$ cat src/rtl/nes_cpu_pkg.sv
// Shared NES CPU-side definitions: sprite DMA state encoding and fixed addresses.
package nes_cpu_pkg;

  // DMA sequencer states. ALIGN is only reachable when the odd-cycle
  // alignment feature is built in.
  typedef enum logic [2:0] {
    IDLE  = 3'd0,
    START = 3'd1,
    ALIGN = 3'd2,
    READ  = 3'd3,
    WRITE = 3'd4
  } dma_state_e;

  localparam logic [15:0] OAM_DMA_TRIG_ADDR = 16'h4014;
  localparam logic [15:0] OAM_DATA_ADDR     = 16'h2004;
  localparam int          OAM_DMA_LEN       = 256;

endpackage

$ cat src/rtl/oam_dma_arb.sv
// Bus arbiter between the CPU core and the CPU memory controller.
// Passes CPU cycles through; a write to TRIG_ADDR stalls the CPU and copies
// XFER_LEN bytes from page {page, 8'h00} to DST_ADDR, one read/write pair per byte.
// Optional: define OAM_DMA_ODD_ALIGN_EN to insert one ALIGN stall cycle when
// START falls on an odd cycle (513 or 514 stall cycles, as on the NES).
//
// state | meaning
// IDLE  | CPU owns the bus, combinational pass-through
// START | trigger write retires, CPU stalled, bus idle
// ALIGN | extra idle stall cycle for odd-cycle alignment (feature only)
// READ  | present source address {page, cnt}
// WRITE | write previous read data to DST_ADDR, advance or finish
module oam_dma_arb
  import nes_cpu_pkg::*;
#(
  parameter logic [15:0] TRIG_ADDR = OAM_DMA_TRIG_ADDR,
  parameter logic [15:0] DST_ADDR  = OAM_DATA_ADDR,
  // Power of two, at most 256, so the byte counter never leaves the page.
  parameter int          XFER_LEN  = OAM_DMA_LEN
) (
  input  logic        clk,
  input  logic        rst,
  input  logic [15:0] cpu_addr,
  input  logic        cpu_wr,
  input  logic [7:0]  cpu_dout,
  output logic [7:0]  cpu_din,
  output logic        cpu_rdy,
  output logic [15:0] mc_addr,
  output logic        mc_wr,
  output logic [7:0]  mc_din,
  input  logic [7:0]  mc_dout,
  output logic        dma_active
);

  localparam logic [7:0] LAST_CNT = 8'(XFER_LEN - 1);

  dma_state_e  r_state;
  logic [7:0]  r_page;
  logic [7:0]  r_cnt;
  logic        w_trig;

  assign w_trig  = cpu_wr && (cpu_addr == TRIG_ADDR);
  assign cpu_din = mc_dout;

`ifdef OAM_DMA_ODD_ALIGN_EN
  logic r_parity;

  // Free-running cycle parity, used to decide whether START needs an ALIGN cycle.
  always_ff @(posedge clk or posedge rst) begin
    if (rst) r_parity <= 1'b0;
    else     r_parity <= ~r_parity;
  end
`endif

  // Sequencer: page latch, byte counter and state advance.
  always_ff @(posedge clk or posedge rst) begin
    if (rst) begin
      r_state <= IDLE;
      r_page  <= 8'h00;
      r_cnt   <= 8'h00;
    end else begin
      case (r_state)
        IDLE: begin
          if (w_trig) begin
            r_page  <= cpu_dout;
            r_state <= START;
          end
        end
        START: begin
          r_cnt <= 8'h00;
`ifdef OAM_DMA_ODD_ALIGN_EN
          r_state <= r_parity ? ALIGN : READ;
`else
          r_state <= READ;
`endif
        end
        ALIGN: r_state <= READ;
        READ:  r_state <= WRITE;
        WRITE: begin
          if (r_cnt == LAST_CNT) begin
            r_state <= IDLE;
          end else begin
            r_cnt   <= r_cnt + 8'd1;
            r_state <= READ;
          end
        end
        default: r_state <= IDLE;
      endcase
    end
  end

  // Bus mux: decoded straight from state so reset frees the bus in the same cycle.
  always_comb begin
    mc_addr    = cpu_addr;
    mc_wr      = cpu_wr;
    mc_din     = cpu_dout;
    cpu_rdy    = 1'b1;
    dma_active = 1'b0;
    case (r_state)
      START, ALIGN: begin
        mc_wr      = 1'b0;
        cpu_rdy    = 1'b0;
        dma_active = 1'b1;
      end
      READ: begin
        mc_addr    = {r_page, r_cnt};
        mc_wr      = 1'b0;
        cpu_rdy    = 1'b0;
        dma_active = 1'b1;
      end
      WRITE: begin
        mc_addr    = DST_ADDR;
        mc_wr      = 1'b1;
        mc_din     = mc_dout;
        cpu_rdy    = 1'b0;
        dma_active = 1'b1;
      end
      default: ;
    endcase
  end

endmodule
$ cat config.mk
export PLATFORM = sky130hd
export DESIGN_NAME = oam_dma_arb
export DESIGN_NICKNAME = d
export VERILOG_FILES = /design/src/rtl/nes_cpu_pkg.sv /design/src/rtl/oam_dma_arb.sv
export SDC_FILE = /design/constraint.sdc
export NUM_CORES = 1
export LEC_CHECK = 0
export BUFFER_PORTS_ARGS = -buffer_cell sky130_fd_sc_hd__buf_2
export CAP_MARGIN = 20
export CORE_MARGIN = 2
export CORE_UTILIZATION = 31
export CTS_BUF_LIST = sky130_fd_sc_hd__clkbuf_8
export DETAILED_ROUTE_END_ITERATION = 8
export PLACE_DENSITY = 0.65
export REMOVE_ABC_BUFFERS = 1
export SETUP_SLACK_MARGIN = 0.05
export SYNTH_ARGS = -nofsm -noshare
export SYNTH_HDL_FRONTEND = slang
export SYNTH_SLANG_ARGS = --single-unit
$ cat constraint.sdc
create_clock -name clk -period 4.83 [get_ports clk]
set_input_delay 1.2075 -clock clk [delete_from_list [all_inputs] [get_ports clk]]
set_output_delay 1.2075 -clock clk [all_outputs]
set_load 0.1 [all_outputs]
==> flow_metrics.py, run 1 <==
metrics = {
    "worst_setup_path": {
        "arrival_ns": 2.26,
        "worstSetupPathType": "reg2out",
        "crit_path_end_kind": "output pin",
        "critPathLaunchType": "flop",
        "cp_data_required_time_ns": 3.62,
        "worstPathMaxFanout": 13,
    },
    "cells_and_area": {
        "nNetsFinal": 247,
        "syn_to_final_growth_pct": 28.6,
        "diodes": 0,
        "filler_cell_count": 426,
        "final_cells": 260,
        "layout-drive-gt1-share": 0.410,
    },
    "sta": {
        "finalCritPeriodShare": 0.718,
        "clock_skew_ns": 0.00504,
        "fmax_ghz": 0.288,
        "finalMaxSlewViolations": 0,
        "worst_pin_slew_ns": 0.745,
        "setup_viol": 0,
        "min_period_ns": 3.47,
        "finalHoldViolCount": 0,
        "finalSetupTns_ns": 0,
        "rsz0062_at_grt": "false",
        "slew-limit-headroom": 0.503,
    },
    "outcome": {
        "outcome": "completed",
    },
    "floorplan": {
        "die_w_um": 69.1,
        "die_h_um": 69.1,
        "coreArea_mm2": 0.00403,
        "start_util": 0.326,
        "row_count": 23,
        "dieArea_mm2": 0.00477,
        "io_pins": 70,
    },
    "flow_run": {
        "drv_cap": 0,
    },
    "grt": {
        "grtUsageTotal": 0.163,
        "overflow": 0,
        "grt_pass1_wl_um": 6240,
        "grt_pass1_vias": 1274,
        "antenna_found_initial": 0,
        "grt_max_degree": 20,
    },
    "detailed_routing": {
        "drt-pass1-iter-count": 4,
        "wirelength_um": 3710,
        "wl_met2_um": 1840,
        "vias_per_cell": 5.03,
        "drc": 0,
        "wl_met1_um": 1610,
        "ant_nets": 0,
        "wl_met3_um": 239,
        "wire_per_inst_um": 14.3,
        "drt_iter0_drc": 59,
        "vias": 1309,
        "top_layer_used": "met4",
    },
    "synth": {
        "ys_seq_area_frac": 0.362,
        "synth_edf_count": 0,
        "synth.ff_latch_count": 19,
        "yosysUniqueCellTypes": 37,
        "async_flop_share": 1.00,
        "yosysWarnings": 0,
        "syn_area_per_cell_um2": 8.69,
        "syn_area_mm2": 0.00131,
        "ys.flop_type": "dfrtp_1",
        "syn_inst": 151,
    },
    "cts": {
        "clkTransAtPathRegs_ns": 0.07,
        "cts.sinks": 19,
        "post-cts-setup-buffer-count": 0,
        "cts_resized": 0,
        "cts_root_buf": "clkbuf_8",
        "clk_latency_ns": 0.26,
        "h-tree-depth": 1,
        "cts_hold_buf": 0,
        "clock_path_buffers": 2,
        "cts_tree": "built",
        "cts_buffers": 3,
    },
    "placed_design": {
        "gp_congestion": 0.828,
        "place_hpwl_um": 2930,
        "place.port_buffers": 69,
        "dp.cells": 256,
    },
    "hold_path": {
        "hold_class": "reg2reg",
    },
}
## through the flow
step,hold slack (ns),util,area (um^2),setup WS (ns)
floorplan,0.481,-,1210,0.280
global placement,0.506,0.408,1640,1.64
detailed placement,0.507,0.408,1640,1.64
CTS,0.523,0.419,1690,1.37
global route,0.537,0.419,1690,1.25
finish,0.519,0.419,1690,1.36
## worst max-delay path: stages, from the launching register on
cell and delay [ns]:
dfrtp_1 0.46, nor3b_1 0.17, buf_4 0.20, nor2_1 0.37, buf_4 0.25, a22o_1 0.13, buf_2 0.42
## final cells by class
type                            instances  area, um^2  share of cell area
Timing Repair Buffer                   72         368               0.218
Inverter                                2        7.51             0.00445
Multi-Input combinational cell        113         729               0.432
Tap cell                               50        62.6              0.0371
Sequential cell                        19         475               0.282
Clock inverter                          1        3.75             0.00222
Clock buffer                            3        41.3              0.0245
## layout by cell type (no fill, tap or decap)
master / Yosys / final
nand4_1: 2 / 2
nor3_1: 2 / 2
dfrtp_1: 19 / 19
xor2_1: 1 / 1
nor4b_1: 2 / 2
buf_2: 2 / 69
a41oi_4: 1 / 1
nor4_1: 2 / 2
or3_1: 1 / 1
nor3_4: 1 / 1
mux2i_1: 2 / 2
maj3_1: 1 / 1
nand2_1: 38 / 38
buf_4: 9 / 3
nor2b_1: 1 / 1
and4_1: 1 / 1
nor3b_1: 1 / 1
nand2b_1: 2 / 2
mux2_2: 8 / 8
o21bai_1: 1 / 1
or3b_1: 1 / 1
ha_1: 1 / 1
xnor2_1: 1 / 1
nand3_1: 3 / 3
or2_2: 1 / 1
o21ai_0: 5 / 5
and2_1: 2 / 2
a21o_1: 2 / 2
a22o_1: 14 / 14
o221ai_1: 1 / 1
o22ai_1: 4 / 4
clkbuf_8: 0 / 3
nor2_1: 8 / 8
nand4b_1: 1 / 1
inv_1: 2 / 3
a31oi_1: 1 / 1
a22oi_1: 1 / 1
## per-layer routing
metal	track usage	vias up
met2	0.265	47
li1	-	647
met3	0.0453	5
met1	0.216	610
met4	0.0349	0
met5	0	-
## synthesized netlist by cell type, types with 2 or more instances
library cell | number | area [um^2]
nand2_1 | 38 | 143
dfrtp_1 | 19 | 475
a22o_1 | 14 | 123
buf_4 | 9 | 67.6
mux2_2 | 8 | 90.1
nor2_1 | 8 | 30.0
clkbuf_1 | 6 | 22.5
o21ai_0 | 5 | 25.0
o22ai_1 | 4 | 25.0
nand3_1 | 3 | 15.0
a21o_1 | 2 | 15.0
and2_1 | 2 | 12.5
buf_2 | 2 | 10.0
inv_1 | 2 | 7.51
mux2i_1 | 2 | 20.0
nand2b_1 | 2 | 12.5
nand4_1 | 2 | 12.5
nor3_1 | 2 | 10.0
nor4_1 | 2 | 12.5
nor4b_1 | 2 | 17.5
## registers in the layout (all words and copies together) (netlist names)
name     cells
r_cnt        8
r_state      3
r_page       8
## final timing paths
kind	from	endpoint	slack [ns]	cells after the start
max	r_state[2]	mc_addr[9]	1.36	6
min in group asynchronous	rst	r_cnt[4]	1.06	2
min reg2reg	r_page[5]	r_page[5]	0.52	1
max reg2reg	r_state[0]	r_cnt[2]	2.81	4
max in group asynchronous	rst	r_page[4]	3.29	2
min	r_page[5]	r_page[5]	0.52	1
## cell families after synthesis
kind of cell	Yosys count	share of synthesized area
compound gates	30	0.187
xor+xnor	2	0.0133
fa+ha+maj	2	0.0172
buf+inv	19	0.0820
flops	19	0.362
mux	10	0.0839
simple gates	69	0.255
Power of run 1 is left out: the tool's default activity adds up to more than one toggle a clock period on the data nets, which glitch-free logic cannot reach.
==> run 2, diff against run 1 <==
clock period = 3.3 ns   (was 4.83 ns; I/O delays follow)
==> run 2 against run 1 <==
  * Cell count stayed put
  * Hold slack worse by 0.0047 ns
  * Wire length is 4.1% higher
  * Global-route usage is 0.13 points higher
  * Flip-flop and latch count stayed put
  * Via count is 3.1% higher
  * First-iteration DRC count is 49% higher
  * Final area is 7.1% higher
  * Die area stayed put
  * Highest routed layer unchanged
  * Critical path depth stayed put
==> flow_metrics.py, run 2 (synthesis gave the netlist of run 1 again) <==
metrics = {
    "outcome": {
        "outcome": "completed",
    },
    "cells_and_area": {
        "diodes": 0,
        "final_cells": 260,
        "layout-drive-gt1-share": 0.410,
        "nNetsFinal": 247,
        "final_cell_mix": "buf_2 (61), nand2_1 (38), dfrtp_1 (19), a22o_1 (14)",
        "reg_top3": "r_cnt: 8 flops, r_page: 8 flops, r_state: 3 flops",
        "fin_area_mm2": 0.00181,
        "syn_to_final_growth_pct": 37.7,
        "final_common_cell": "buf_2",
    },
    "sta": {
        "finalHoldViolCount": 0,
        "finalMaxSlewViolations": 0,
        "finalCritPeriodShare": 0.841,
        "worst_pin_slew_ns": 0.748,
        "fmax_ghz": 0.360,
        "setup_viol": 0,
        "min_period_ns": 2.77,
        "rsz0062_at_grt": "false",
        "holdWs_ns": 0.515,
        "clock_skew_ns": 0.00155,
        "slew-limit-headroom": 0.501,
    },
    "worst_setup_path": {
        "cp_common_cell": "nor2_1",
        "critPathLaunchType": "flop",
        "path_cells": "nand2_1, nor2_1, nor2_1, buf_4, a22o_1, buf_2",
        "slowest_delay_ns": 0.48,
        "path_buf_inv": 2,
        "worstPathMaxFanout": 11,
        "cp_top_family": "buffers and inverters",
        "worstSetupPathType": "reg2out",
        "crit_path_end_kind": "output pin",
        "arrival_ns": 1.95,
        "cp_data_required_time_ns": 2.47,
        "slowest_stage": "dfrtp_1",
    },
    "flow_run": {
        "drv_cap": 0,
    },
    "cts": {
        "cts_root_buf": "clkbuf_8",
        "cts_hold_buf": 0,
        "clkTransAtPathRegs_ns": 0.07,
        "post-cts-setup-buffer-count": 0,
        "clk_latency_ns": 0.26,
        "cts_tree": "built",
        "cts_resized": 0,
        "cts_buffers": 3,
        "h-tree-depth": 1,
        "cts.sinks": 19,
        "clock_path_buffers": 2,
    },
    "floorplan": {
        "die_w_um": 69.1,
        "coreArea_mm2": 0.00403,
        "die_h_um": 69.1,
        "row_count": 23,
        "io_pins": 70,
        "dieArea_mm2": 0.00477,
        "start_util": 0.326,
    },
    "hold_path": {
        "hold_class": "reg2reg",
    },
    "detailed_routing": {
        "wirelength_um": 3870,
        "wire_per_inst_um": 14.9,
        "vias": 1349,
        "ant_nets": 0,
        "drt_iter0_drc": 88,
        "vias_per_cell": 5.19,
        "drt-pass1-iter-count": 4,
        "drc": 0,
    },
    "grt": {
        "grt_pass1_wl_um": 6330,
        "overflow": 0,
        "grtUsageTotal": 0.164,
        "grt_pass1_vias": 1263,
        "antenna_found_initial": 0,
        "grt_max_degree": 20,
    },
    "placed_design": {
        "place_hpwl_um": 3030,
        "placed_cell_area_mm2": 0.00176,
        "dp.cells": 256,
        "gp_congestion": 0.864,
        "place.port_buffers": 69,
    },
}
## run 2: cell count changes in the layout (fill, tap and decap cells not counted)
| cell | previous run | this run |
|---|---|---|
| buf_12 | 0 | 8 |
| buf_2 | 69 | 61 |
## run 2: metal layers
metal	vias up	GRT usage	part of all wire
li1	650	-	-
met1	641	0.231	0.45
met2	51	0.252	0.47
met3	7	0.0365	0.067
met4	0	0.0479	0.013
met5	-	0	0
## run 2: layout make-up
cell class / count / area (um^2)
fillers: 424 / 2220
well taps: 50 / 62.6
clock buffers: 3 / 41.3
flip-flops and latches: 19 / 475
repair buffers: 72 / 488
multi-input cells: 113 / 729
clock inverters: 1 / 3.75
inverters: 2 / 7.51
## run 2: metrics by stage
stage / worst slack, ns / TNS (ns) / utilization
final: 0.526 / 0 / 0.449
after global routing: 0.346 / 0 / 0.449
after CTS: 0.535 / 0 / 0.449
after detailed placement: 0.780 / 0 / 0.438
after global placement: 0.793 / 0 / 0.438
after floorplan: -0.485 / -0.485 / -
## run 2: path summary, 6_finish.rpt
path,depth (start not counted),from,end,slack [ns]
setup / recovery,6,r_state[0],mc_addr[9],0.53
hold / removal,1,r_page[3],r_page[3],0.51
setup reg to reg,4,r_state[0],r_cnt[5],1.25
hold reg to reg,1,r_page[3],r_page[3],0.51
max in group asynchronous,2,rst,r_cnt[0],2.14
min in group asynchronous,2,rst,r_cnt[3],0.69
Power of run 2 is left out for the same reason.
==> run 3, diff against run 2 <==
ABC_AREA = 1   (was unset)
PLACE_DENSITY = 0.64   (was 0.65)
clock period = 2.9 ns   (was 3.3 ns; I/O delays follow)
==> run 3 against run 2 <==
  * Utilization decreased by 3.0 points
  * Via count grew 19%
  * Flip-flop and latch count is the same
  * Critical endpoint is now mc_addr[13]
==> flow_metrics.py, run 3 <==
metrics = {
    "worst_setup_path": {
        "worstSetupPathType": "reg2out",
        "crit_path_end_kind": "output pin",
        "worstPathMaxFanout": 12,
        "arrival_ns": 2.00,
        "critPathLaunchType": "flop",
        "cp_data_required_time_ns": 2.17,
    },
    "detailed_routing": {
        "drt_iter0_drc": 83,
        "vias_per_cell": 4.80,
        "vias": 1603,
        "drc": 0,
        "wire_per_inst_um": 13.0,
        "wirelength_um": 4340,
        "ant_nets": 0,
        "drt-pass1-iter-count": 4,
    },
    "cts": {
        "h-tree-depth": 1,
        "clkTransAtPathRegs_ns": 0.08,
        "cts_buffers": 3,
        "cts.sinks": 19,
        "cts_tree": "built",
        "cts_root_buf": "clkbuf_8",
        "post-cts-setup-buffer-count": 0,
        "cts_resized": 0,
        "clock_path_buffers": 2,
        "cts_hold_buf": 0,
        "clk_latency_ns": 0.26,
    },
    "floorplan": {
        "die_w_um": 71.4,
        "io_pins": 70,
        "row_count": 24,
        "start_util": 0.324,
        "dieArea_mm2": 0.00510,
        "die_h_um": 71.4,
        "coreArea_mm2": 0.00435,
    },
    "flow_run": {
        "drv_cap": 0,
    },
    "power_and_ir_drop": {
        "power.density_mw_per_mm2": 330,
        "leakage_nw": 1.07,
        "peakVddDrop_mv": 0.129,
    },
    "outcome": {
        "outcome": "completed",
    },
    "cells_and_area": {
        "filler_cell_count": 453,
        "nNetsFinal": 319,
        "syn_to_final_growth_pct": 29.2,
        "diodes": 0,
        "final_cell_mix": "nand2_1 (84), buf_2 (64), inv_1 (21), nand3_1 (20), dfrtp_1 (19)",
        "reg_top3": "r_cnt: 8 flops, r_page: 8 flops, r_state: 3 flops",
        "layout-drive-gt1-share": 0.326,
        "final_common_cell": "nand2_1",
        "final_cells": 334,
    },
    "synth": {
        "syn_inst": 217,
        "yosysUniqueCellTypes": 21,
        "synth_area_leader_cell": "dfrtp_1",
        "ys.flop_type": "dfrtp_1",
        "synth_area_leaders": "dfrtp_1 (34%), nand2_1 (22%), nand3_1 (7.1%), inv_1 (5.9%), buf_4 (4.8%)",
        "synth_top_area_frac": 0.337,
        "ys_seq_area_frac": 0.337,
        "synth_common_cells": "nand2_1 (84), inv_1 (22), nand3_1 (20), dfrtp_1 (19), nor2_1 (15)",
        "syn_area_per_cell_um2": 6.50,
        "synth_edf_count": 0,
        "synth_most_common_cell": "nand2_1",
        "yosysWarnings": 0,
        "syn_area_mm2": 0.00141,
        "async_flop_share": 1.00,
        "synth.ff_latch_count": 19,
    },
    "sta": {
        "worst_pin_slew_ns": 0.759,
        "finalCritPeriodShare": 0.939,
        "slew-limit-headroom": 0.494,
        "clock_skew_ns": 0.00299,
        "worst_slack_ns": 0.177,
        "rsz0062_at_grt": "false",
        "min_period_ns": 2.72,
        "finalHoldViolCount": 0,
        "setup_viol": 0,
        "fmax_ghz": 0.367,
        "finalMaxSlewViolations": 0,
    },
    "grt": {
        "grt_pass1_wl_um": 6880,
        "antenna_found_initial": 0,
        "overflow": 0,
        "grtUsageTotal": 0.170,
        "grt_pass1_vias": 1482,
        "grt_max_degree": 20,
    },
    "hold_path": {
        "hold_class": "reg2reg",
    },
    "placed_design": {
        "place.port_buffers": 69,
        "detailedPlace.worstSlack_ns": 0.356,
        "place_hpwl_um": 3350,
        "gp_congestion": 0.836,
        "dp.cells": 330,
    },
}
-- run 3: cell count changes after synthesis, moves of 7 or more --
cell,previous run,this run
nor2_1,8,15
o21ai_0,5,12
nand2_1,38,84
mux2_2,8,0
nand3_1,3,20
a22o_1,14,0
inv_1,2,22
-- run 3: path summary, 6_finish.rpt --
| path | start | end | slack (ns) | cells after the start |
|---|---|---|---|---|
| worst max-delay path | r_state[2] | mc_addr[13] | 0.18 | 6 |
| worst min-delay path | r_page[0] | r_page[0] | 0.48 | 2 |
| worst max register to register | r_cnt[0] | r_cnt[3] | 1.26 | 8 |
| worst min register to register | r_page[0] | r_page[0] | 0.48 | 2 |
| max in group asynchronous | rst | r_cnt[0] | 1.84 | 2 |
| min in group asynchronous | rst | r_cnt[7] | 0.59 | 2 |
-- run 3: cell type report --
class	instances	area, um^2	area share
Clock buffer	3	41.3	0.0227
Tap cell	52	65.1	0.0357
Timing Repair Buffer	72	380	0.209
Sequential cell	19	475	0.261
Multi-Input combinational cell	161	753	0.413
Inverter	26	101	0.0556
Clock inverter	1	5.00	0.00275
-- run 3: metal layers --
layer	routed length, um	track usage
met5	0	0
met4	80	0.0650
met3	174	0.0113
met2	2120	0.285
met1	1960	0.229
-- run 3: critical path, stage by stage, from the launching register on --
cell        delay [ns]
dfrtp_1           0.47
inv_2             0.14
nand3_1           0.25
clkinvlp_4        0.29
nand2_1           0.07
nand3_1           0.08
buf_2             0.42
-- run 3: stage by stage --
stage          setup TNS [ns]  power (mW)   util  hold WS (ns)  cell area [um^2]
2_1_floorplan           -5.20       0.329      -         0.442              1330
3_3_place_gp                0       0.414  0.404         0.455              1760
3_5_place_dp                0       0.414  0.404         0.459              1760
4_1_cts                     0       0.608  0.415         0.478              1810
5_1_grt                     0       0.628  0.418         0.505              1820
6_report                    0       0.601  0.418         0.475              1820
-- run 3: power by group --
| group | leakage (nW) | switching [mW] | internal [mW] | total (mW) |
|---|---|---|---|---|
| clock | 0.0255 | 0.0968 | 0.0959 | 0.193 |
| sequential | 0.246 | 0 | 0.265 | 0.265 |
| combinational | 0.797 | 0.115 | 0.0288 | 0.144 |
| total | 1.07 | 0.212 | 0.389 | 0.601 |
-- run 3: cells by family after synthesis --
kind of cell | count (synthesis) | share of synthesized area
buffers and inverters | 37 | 0.129
and+or+nand+nor | 136 | 0.429
adders and majority gates | 1 | 0.00887
DFF | 19 | 0.337
AOI/OAI and AO/OA | 24 | 0.0958
No activity file was read; power rests on OpenSTA's default activity.
